`config.mk`:
```
export PLATFORM = sky130hd
export DESIGN_NAME = lane_deserializer
export DESIGN_NICKNAME = d
export VERILOG_FILES = /design/src/rtl/lane_deserializer_pkg.sv /design/src/rtl/lane_deserializer.sv
export SDC_FILE = /design/constraint.sdc
export NUM_CORES = 1
export LEC_CHECK = 0
export CAP_MARGIN = 40
export CORE_MARGIN = 2
export CORE_UTILIZATION = 59
export DETAILED_ROUTE_END_ITERATION = 10
export GPL_ROUTABILITY_DRIVEN = 1
export GPL_TIMING_DRIVEN = 0
export PLACE_DENSITY = 0.81
export SETUP_SLACK_MARGIN = 0.02
export SYNTH_ARGS = -nofsm -noshare
export SYNTH_HDL_FRONTEND = slang
export SYNTH_SLANG_ARGS = --single-unit
```
`constraint.sdc`:
```
create_clock -name clk_32f -period 4.7 [get_ports clk_32f]
set_input_delay 0.94 -clock clk_32f [delete_from_list [all_inputs] [get_ports clk_32f]]
set_output_delay 0.94 -clock clk_32f [all_outputs]
set_load 0.03 [all_outputs]
```
`src/rtl/lane_deserializer_pkg.sv`:
```
// rtl/lane_deserializer_pkg.sv - shared phy symbol constants and lane FSM state encoding
package lane_deserializer_pkg;

    localparam logic [7:0] COM_SYM  = 8'hBC;
    localparam logic [7:0] IDLE_SYM = 8'h7C;

    typedef enum logic [1:0] {
        ST_HUNT   = 2'd0,
        ST_ALIGN  = 2'd1,
        ST_ACTIVE = 2'd2
    } lane_state_t;

endpackage

```
`src/rtl/lane_deserializer.sv`:
```
// rtl/lane_deserializer.sv - serial lane to byte deserializer with COM-based alignment
module lane_deserializer
    import lane_deserializer_pkg::*;
#(
    parameter logic [7:0] COM        = COM_SYM,
    parameter logic [7:0] IDLE       = IDLE_SYM,
    parameter int         SYNC_COUNT = 4
) (
    input  logic       clk_32f,
    input  logic       reset_L,
    input  logic       data_in,
    output logic [7:0] data_out,
    output logic       valid_out,
    output logic       active
);

    localparam logic [3:0] SYNC_LIM = 4'(SYNC_COUNT);

    lane_state_t state, state_nxt;
    logic [6:0]  sr;
    logic [2:0]  bit_cnt, bit_cnt_nxt;
    logic [2:0]  com_cnt, com_cnt_nxt;
    logic [7:0]  data_nxt;
    logic        valid_nxt;
    logic        active_nxt;

    logic [7:0]  word;
    logic        boundary;
    logic [3:0]  com_inc;

    // Candidate byte ends with the bit being sampled on this edge.
    assign word     = {sr, data_in};
    assign boundary = (bit_cnt == 3'd7);
    assign com_inc  = {1'b0, com_cnt} + 4'd1;

    always_ff @(posedge clk_32f or negedge reset_L) begin
        if (!reset_L) begin
            state     <= ST_HUNT;
            sr        <= 7'd0;
            bit_cnt   <= 3'd0;
            com_cnt   <= 3'd0;
            data_out  <= 8'h00;
            valid_out <= 1'b0;
            active    <= 1'b0;
        end else begin
            state     <= state_nxt;
            sr        <= word[6:0];
            bit_cnt   <= bit_cnt_nxt;
            com_cnt   <= com_cnt_nxt;
            data_out  <= data_nxt;
            valid_out <= valid_nxt;
            active    <= active_nxt;
        end
    end

    always_comb begin
        state_nxt   = state;
        bit_cnt_nxt = bit_cnt;
        com_cnt_nxt = com_cnt;
        data_nxt    = data_out;
        valid_nxt   = valid_out;
        active_nxt  = active;
        case (state)
            ST_HUNT: begin
                valid_nxt = 1'b0;
                if (word == COM) begin
                    bit_cnt_nxt = 3'd0;
                    com_cnt_nxt = 3'd1;
                    state_nxt   = ST_ALIGN;
                end
            end
            ST_ALIGN: begin
                valid_nxt   = 1'b0;
                bit_cnt_nxt = bit_cnt + 3'd1;
                if (boundary) begin
                    if (word == COM) begin
                        if (com_inc <= SYNC_LIM) begin
                            com_cnt_nxt = com_inc[2:0];
                        end
                        if (com_inc >= SYNC_LIM) begin
                            state_nxt  = ST_ACTIVE;
                            active_nxt = 1'b1;
                        end
                    end else begin
                        // The failing byte is dropped; hunting resumes on later windows.
                        state_nxt   = ST_HUNT;
                        com_cnt_nxt = 3'd0;
                    end
                end
            end
            ST_ACTIVE: begin
                bit_cnt_nxt = bit_cnt + 3'd1;
                active_nxt  = 1'b1;
                if (boundary) begin
                    data_nxt  = word;
                    valid_nxt = (word != COM) && (word != IDLE);
                end
            end
            default: begin
                state_nxt = ST_HUNT;
            end
        endcase
    end

endmodule

```
==> results of run 1 <==
cell families after synthesis:
| group | share of synthesized area, % |
|---|---|
| fa+ha+maj | 7.035 |
| flops | 50.25 |
| mux | 10.85 |
| buf+inv | 1.909 |
| simple gates | 14.57 |
| xor+xnor | 1.407 |
| compound gates | 13.97 |
layout make-up:
cell class	count	area [µm²]	share of cell area, %
flip-flops and latches	25	625.6	43.40
multi-input cells	72	595.6	41.32
repair buffers	13	135.1	9.375
well taps	27	33.78	2.344
clock buffers	3	22.52	1.563
inverters	5	18.77	1.302
clock inverters	1	5.005	0.3472
plain buffers	1	5.005	0.3472
flip-flops by register name, summed over array words and instances (netlist names):
| name | count |
|---|---|
| active | 1 |
| bit_cnt | 3 |
| state | 2 |
| data_out | 8 |
| sr | 7 |
| com_cnt | 3 |
| valid_out | 1 |
layout by cell type, fill, tap and decap left out, types with 2 or more instances in the layout:
cell type,count
nand2_1,6
mux2i_1,3
mux2_2,8
inv_1,5
nor2_1,6
a31oi_1,2
dfrtp_1,25
clkdlybuf4s50_1,12
ha_1,7
o21ai_1,3
clkbuf_4,3
a21oi_1,5
and2_1,3
how the worst min path moves through the flow:
stage | endpoint | slack (ns) | depth (start not counted)
after floorplan | sr[1]$_DFF_PN0_ | 0.38 | 0
after global placement | sr[4]$_DFF_PN0_ | 0.40 | 0
after detailed placement | sr[4]$_DFF_PN0_ | 0.40 | 0
after CTS | sr[4]$_DFF_PN0_ | 0.43 | 0
after global routing | sr[4]$_DFF_PN0_ | 0.45 | 0
final | sr[4]$_DFF_PN0_ | 0.43 | 0
power by group through the flow:
| stage | registers [mW] | logic (mW) | clock network (mW) |
|---|---|---|---|
| 3_5_place_dp | 0.235 | 0.0650 | 0 |
| 6_report | 0.231 | 0.0655 | 0.0972 |
| 5_1_grt | 0.232 | 0.0736 | 0.107 |
| 2_1_floorplan | 0.234 | 0.0460 | 0 |
| 3_3_place_gp | 0.234 | 0.0616 | 0 |
| 4_1_cts | 0.231 | 0.0656 | 0.0989 |
per-layer routing:
layer / vias up / GRT usage (%) / part of all wire, %
met1: 418 / 27.66 / 46
met3: 7 / 3.939 / 2.9
li1: 413 / - / -
met4: 0 / 9.722 / 2.5
met2: 17 / 33.33 / 49
met5: - / 0 / 0
stage by stage:
step / util [%] / worst slack [ns] / hold slack [ns] / total power [mW] / area (µm²)
after detailed placement: 71.34 / 2.178 / 0.3978 / 0.2999 / 1414
after global placement: 70.58 / 2.218 / 0.3980 / 0.2954 / 1399
after global routing: 72.73 / 2.337 / 0.4518 / 0.4128 / 1441
after floorplan: - / 2.736 / 0.3768 / 0.2796 / 1245
final: 72.73 / 2.372 / 0.4314 / 0.3936 / 1441
after CTS: 72.73 / 2.365 / 0.4285 / 0.3952 / 1441
==> results.md, run 1 <==
* Fmax at 0.4295 GHz
* CP top delay family: buffers and inverters
* Top cells by area, synth: dfrtp_1 50%, mux2_2 7.2%, ha_1 7.0%, mux2i_1 2.4%, a21oi_1 2.0%
* Clock Sinks at 25
* Crit path required time at between 3 and 4 ns
* Peak supply drop at 0.2096 mV
* Crit Path Class: reg2out
* R2R depth at 4
* Number of iterations in the first detailed-routing pass at 4
* Setup Skew at 0.01307 ns
* Synth Flop Type: dfrtp_1
* Worst slew pin tran at 0.5258 ns
* Headroom to the max-slew limit at roughly 65%
* Die ar. at 2494 µm²
* PD cells at 273.1 nW/µm²
* Slowest-stage cell, CP: clkdlybuf4s50_1
* Worst reg2reg endpoint: data_out[5]$_DFFE_PN0P_
* Worst Setup Start Kind: register
* Synth top area share at 50.25%
* Final WL at 2.227 mm
* Fin crit share at 49.53%
* Largest stage delay, worst path at 0.67 ns
* H-tree lvl count at 1
* Non-filler instance count after layout at 147
* RSZ-0062 raised after global routing: no
* Crit path to: data_out[5]
* Net load switching power at 0.1125 mW
* CP cell instances: clkdlybuf4s50_1
* Chip height at 49.94 µm
* Async SR Flop Fraction at 100.0%
* Layout cell share with drive strength beyond 1 at 20.00%
* Area leader, netlist: dfrtp_1
* Synth Register Bits at 25
* Vias per cell at 5.816
* Worst setup EP type: output port
* Post-Syn Area at around 1200 µm²
* Status: finished clean
* Worst-case clock buffer depth at 2
* Total GRT Usage at 20.95%
* Clk slew on worst S/H paths at 0.14 ns
* Gate power share at 16.6%
* Leakage at 0.6048 nW
* EDFF count, synth at 0
* FP Rows at 16
* Crit path launch: data_out[5]$_DFFE_PN0P_
* Syn nets at 113
* DRT iter0 DRCs at 6
* Number of CTS-inserted buffers at 3
* DRT antenna net count at 0
* Max-slew violations at 0
* Area grow syn2layout at 15.78%
* Int Pwr at 0.2811 mW
* Setup Fix Bufs, Post-CTS at 0
* Flop pwr share at 58.7%
* CTS tree: yes
* Post-synthesis instance total at about 100
* Worst Path Arrival at 1.39 ns
* Top-level I/O count at 13
* Worst hold path class: reg2reg
* IO Port Bufs at 12
* Starting Density at 62.82%
* DR vias at 855
* Max-cap violation count at 0
* Top-count cell post-synth: dfrtp_1
* Root buffer cell: clkbuf_4
* Die width at about 50 µm
* Initial antenna violation count at 0
* Fillers at approximately 140
* Drt wl/cell at 15.15 µm
* Min Tclk post-route at between 2 and 2.5 ns
* Core area at 1982 µm²
* CP bufs+invs at 1
* Post-synthesis sequential area ratio at between 50% and 60%
* Synth cell count leaders: 25 x dfrtp_1, 8 x mux2_2, 7 x ha_1, 6 x nand2_1, 6 x nor2_1
* First-pass GRT wire length at 3.898 mm
* Cts hold-fix bufs at 0
* Grt ovf at 0
* Hold Fails Final Rpt at 0
* ANT cells at 0
* Residual DRC at 0
* Switching Share at 28.58%
* Largest net degree at the start of global routing at 16
* Crit-path max FO at 2
* Internal reg-to-reg setup slack at 3.01 ns
* Clock share of power at 24.7%
* Final Wtd Congestion at 0.7752
* Crit. path cell count at 1
* Final setup viols at 0
* Post-DP HPWL at about 1.7 mm
* Post-synth cell types at 41
* Number of global-route vias before repair at 851
* Nets@finish at 131
* Clk_lat worst skew at 0.33 ns
* Worst reg2reg startpoint: bit_cnt[0]$_DFFE_PN0P_
* Sum Neg Setup Slack at 0 ns
* Hold Crit Start: sr[3]$_DFF_PN0_
* PostCTS Resize Cnt at 0
* Avg Cell Area, Syn at 12.09 µm²
* YS warnings at 0
* Cells after DPL at about 140
No activity file was read; power rests on OpenSTA's default activity.
==> run 2, diff against run 1 <==
Settings changed: CORE_UTILIZATION 59 to 49, PLACE_DENSITY 0.81 to 0.71.
Clock period 4.7 ns to 2 ns, I/O delays scaled along.
==> run 2 against run 1 <==
  * Worst setup slack worse by 2.2 ns
  * Power is 140% higher
  * Clock skew is 0.012 ns lower
  * Wire length is 3.9% lower
  * Die area is 19% higher
  * Sequential cell count stayed put
  * Final area is 0.52% higher
  * Critical path type unchanged
==> results.md, run 2 (synthesis results as in run 1) <==
* Crit Path Class: reg2out
* PostCTS Resize Cnt at 0 (unchanged)
* Layout cell share with drive strength beyond 1 at 20.00% (unchanged)
* H-tree lvl count at 1 (unchanged)
* Final setup margin at 0.2207 ns (-2.151 ns)
* CP bufs+invs at 1 (unchanged)
* Final Wtd Congestion at 0.7818 (+0.85%)
* Clk slew on worst S/H paths at 0.14 ns (about the same)
* Slowest-stage cell, CP: clkdlybuf4s50_1
* Peak supply drop at 0.4518 mV (+120%)
* Cts hold-fix bufs at 0 (unchanged)
* Worst hold path class: reg2reg
* Nets@finish at 131 (unchanged)
* Setup Fix Bufs, Post-CTS at 0 (unchanged)
* Max reg flops at 8 (unchanged)
* Worst setup EP type: output port
* DR vias at 839 (-1.9%)
* Vias per cell at 5.593 (-3.8%)
* Crit path required time at 1.60 ns (-2.16 ns)
* FP Rows at 18 (+2)
* Area grow syn2layout at 16.38%
* CP top delay family: buffers and inverters
* Die ar. at 2960 µm² (+19%)
* First-pass GRT wire length at 3.781 mm (-3.0%)
* Grt ovf at 0 (unchanged)
* Pre-CTS setup slack at 0.01047 ns (-2.167 ns)
* Max-cap violation count at 0 (unchanged)
* Grt met2 use at 28.92% (-4.4 points)
* Die width at 54.41 µm (+9.0%)
* Total GRT Usage at 17.80% (-3.1 points)
* CP cell instances: clkdlybuf4s50_1
* Clock Sinks at 25 (unchanged)
* Worst Path Arrival at 1.38 ns (about the same)
* Starting Density at 51.18% (-12 points)
* Crit-path max FO at 2 (unchanged)
* Clk_lat worst skew at 0.32 ns (about the same)
* DRT iter0 DRCs at 2 (-4)
* Final WL at 2.140 mm (-3.9%)
* Initial antenna violation count at 0 (unchanged)
* Fillers at 208 (+48%)
* Final Cell Area at 1449 µm² (+0.52%)
* Chip height at 54.41 µm (+9.0%)
* Worst-case clock buffer depth at 2 (unchanged)
* DP Area at 1418 µm² (+0.27%)
* Residual DRC at 0 (unchanged)
* Min Tclk post-route at 1.779 ns
* Headroom to the max-slew limit at 59.75% (-5.1 points)
* Leakage at 0.6054 nW (+0.10%)
* Most common cell after layout, fill and taps aside: dfrtp_1
* Status: finished clean
* Number of CTS-inserted buffers at 3 (unchanged)
* Core area at 2432 µm² (+23%)
* DRT antenna net count at 0 (unchanged)
* Final Util at 59.57% (-13 points)
* Fmax at 0.5620 GHz
* Gr busiest metal: met2
* Worst slew pin tran at 0.6018 ns (+0.07600 ns)
* Number of global-route vias before repair at 874 (+2.7%)
* RSZ-0062 raised after global routing: no
* Final Power at 0.9309 mW (+140%)
* Fin crit share at 88.96%
* Root buffer cell: clkbuf_4
* IO Port Bufs at 12 (unchanged)
* Met3 GRT Util at 4.098% (+0.16 points)
* Sum Neg Setup Slack at 0 ns (unchanged)
* Worst Setup Start Kind: register
* Final setup viols at 0 (unchanged)
* Top-level I/O count at 13 (unchanged)
* Largest regs: data_out (8), sr (7)
* CTS tree: yes
* Largest stage delay, worst path at 0.67 ns (about the same)
* Drt wl/cell at 14.27 µm (-5.8%)
* Number of iterations in the first detailed-routing pass at 2 (-2)
* Most frequent cells in the layout: 25 x dfrtp_1, 12 x clkdlybuf4s50_1, 8 x mux2_2
* PD cells at 642.5 nW/µm² (+140%)
* ANT cells at 0 (unchanged)
* Top reg by flops: data_out
* Post-DP HPWL at 1.640 mm (-1.8%)
* Setup Skew at 0.001261 ns (-0.01180 ns)
* Max-slew violations at 0 (unchanged)
* Largest net degree at the start of global routing at 17 (+1)
* Hold Fails Final Rpt at 0 (unchanged)
* Met1 usage in global routing at 23.10% (-4.6 points)
## run 2: cell count changes in the layout (fill, tap and decap cells not counted), sizes merged
| cell | previous run | this run |
|---|---|---|
| inv | 5 | 6 |
| clkinv | 1 | 0 |
## run 2: final timing paths
check / startpoint / to / slack, ns / cells after the start
setup / recovery: valid_out$_DFFE_PN0P_ / valid_out / 0.22 / 1
hold reg to reg: sr[0]$_DFF_PN0_ / sr[1]$_DFF_PN0_ / 0.43 / 0
min in group asynchronous: reset_L / data_out[3]$_DFFE_PN0P_ / 0.44 / 1
max in group asynchronous: reset_L / state[1]$_DFFE_PN0P_ / 1.07 / 2
hold / removal: sr[0]$_DFF_PN0_ / sr[1]$_DFF_PN0_ / 0.43 / 0
setup reg to reg: com_cnt[0]$_DFFE_PN0P_ / com_cnt[1]$_DFFE_PN0P_ / 0.30 / 5
## run 2: area by class of cell
| cell class | count | area, µm² | share of cell area, % |
|---|---|---|---|
| clock inverters | 1 | 8.758 | 0.6045 |
| inverters | 5 | 18.77 | 1.295 |
| well taps | 30 | 37.54 | 2.591 |
| repair buffers | 13 | 135.1 | 9.326 |
| flip-flops and latches | 25 | 625.6 | 43.18 |
| plain buffers | 1 | 5.005 | 0.3454 |
| clock buffers | 3 | 22.52 | 1.554 |
| multi-input cells | 72 | 595.6 | 41.11 |
## run 2: power breakdown
group	switching (mW)	total [mW]	internal [mW]
Clock	0.156	0.237	0.0813
Combinational	0.0924	0.153	0.0606
Sequential	0.0161	0.541	0.525
Total	0.264	0.931	0.667
## run 2: metrics by stage
stage	hold slack, ns	instances
2_1_floorplan	0.1044	103
3_3_place_gp	0.3949	145
3_5_place_dp	0.4078	146
4_1_cts	0.4357	150
5_1_grt	0.4402	150
6_report	0.4319	150
## run 2: per-layer routing
metal  share of wire [%]  vias to the layer above
met1                  46                      419
met4                0.70                        0
li1                    -                      412
met2                  51                        6
met3                 1.9                        2
met5                   0                        -
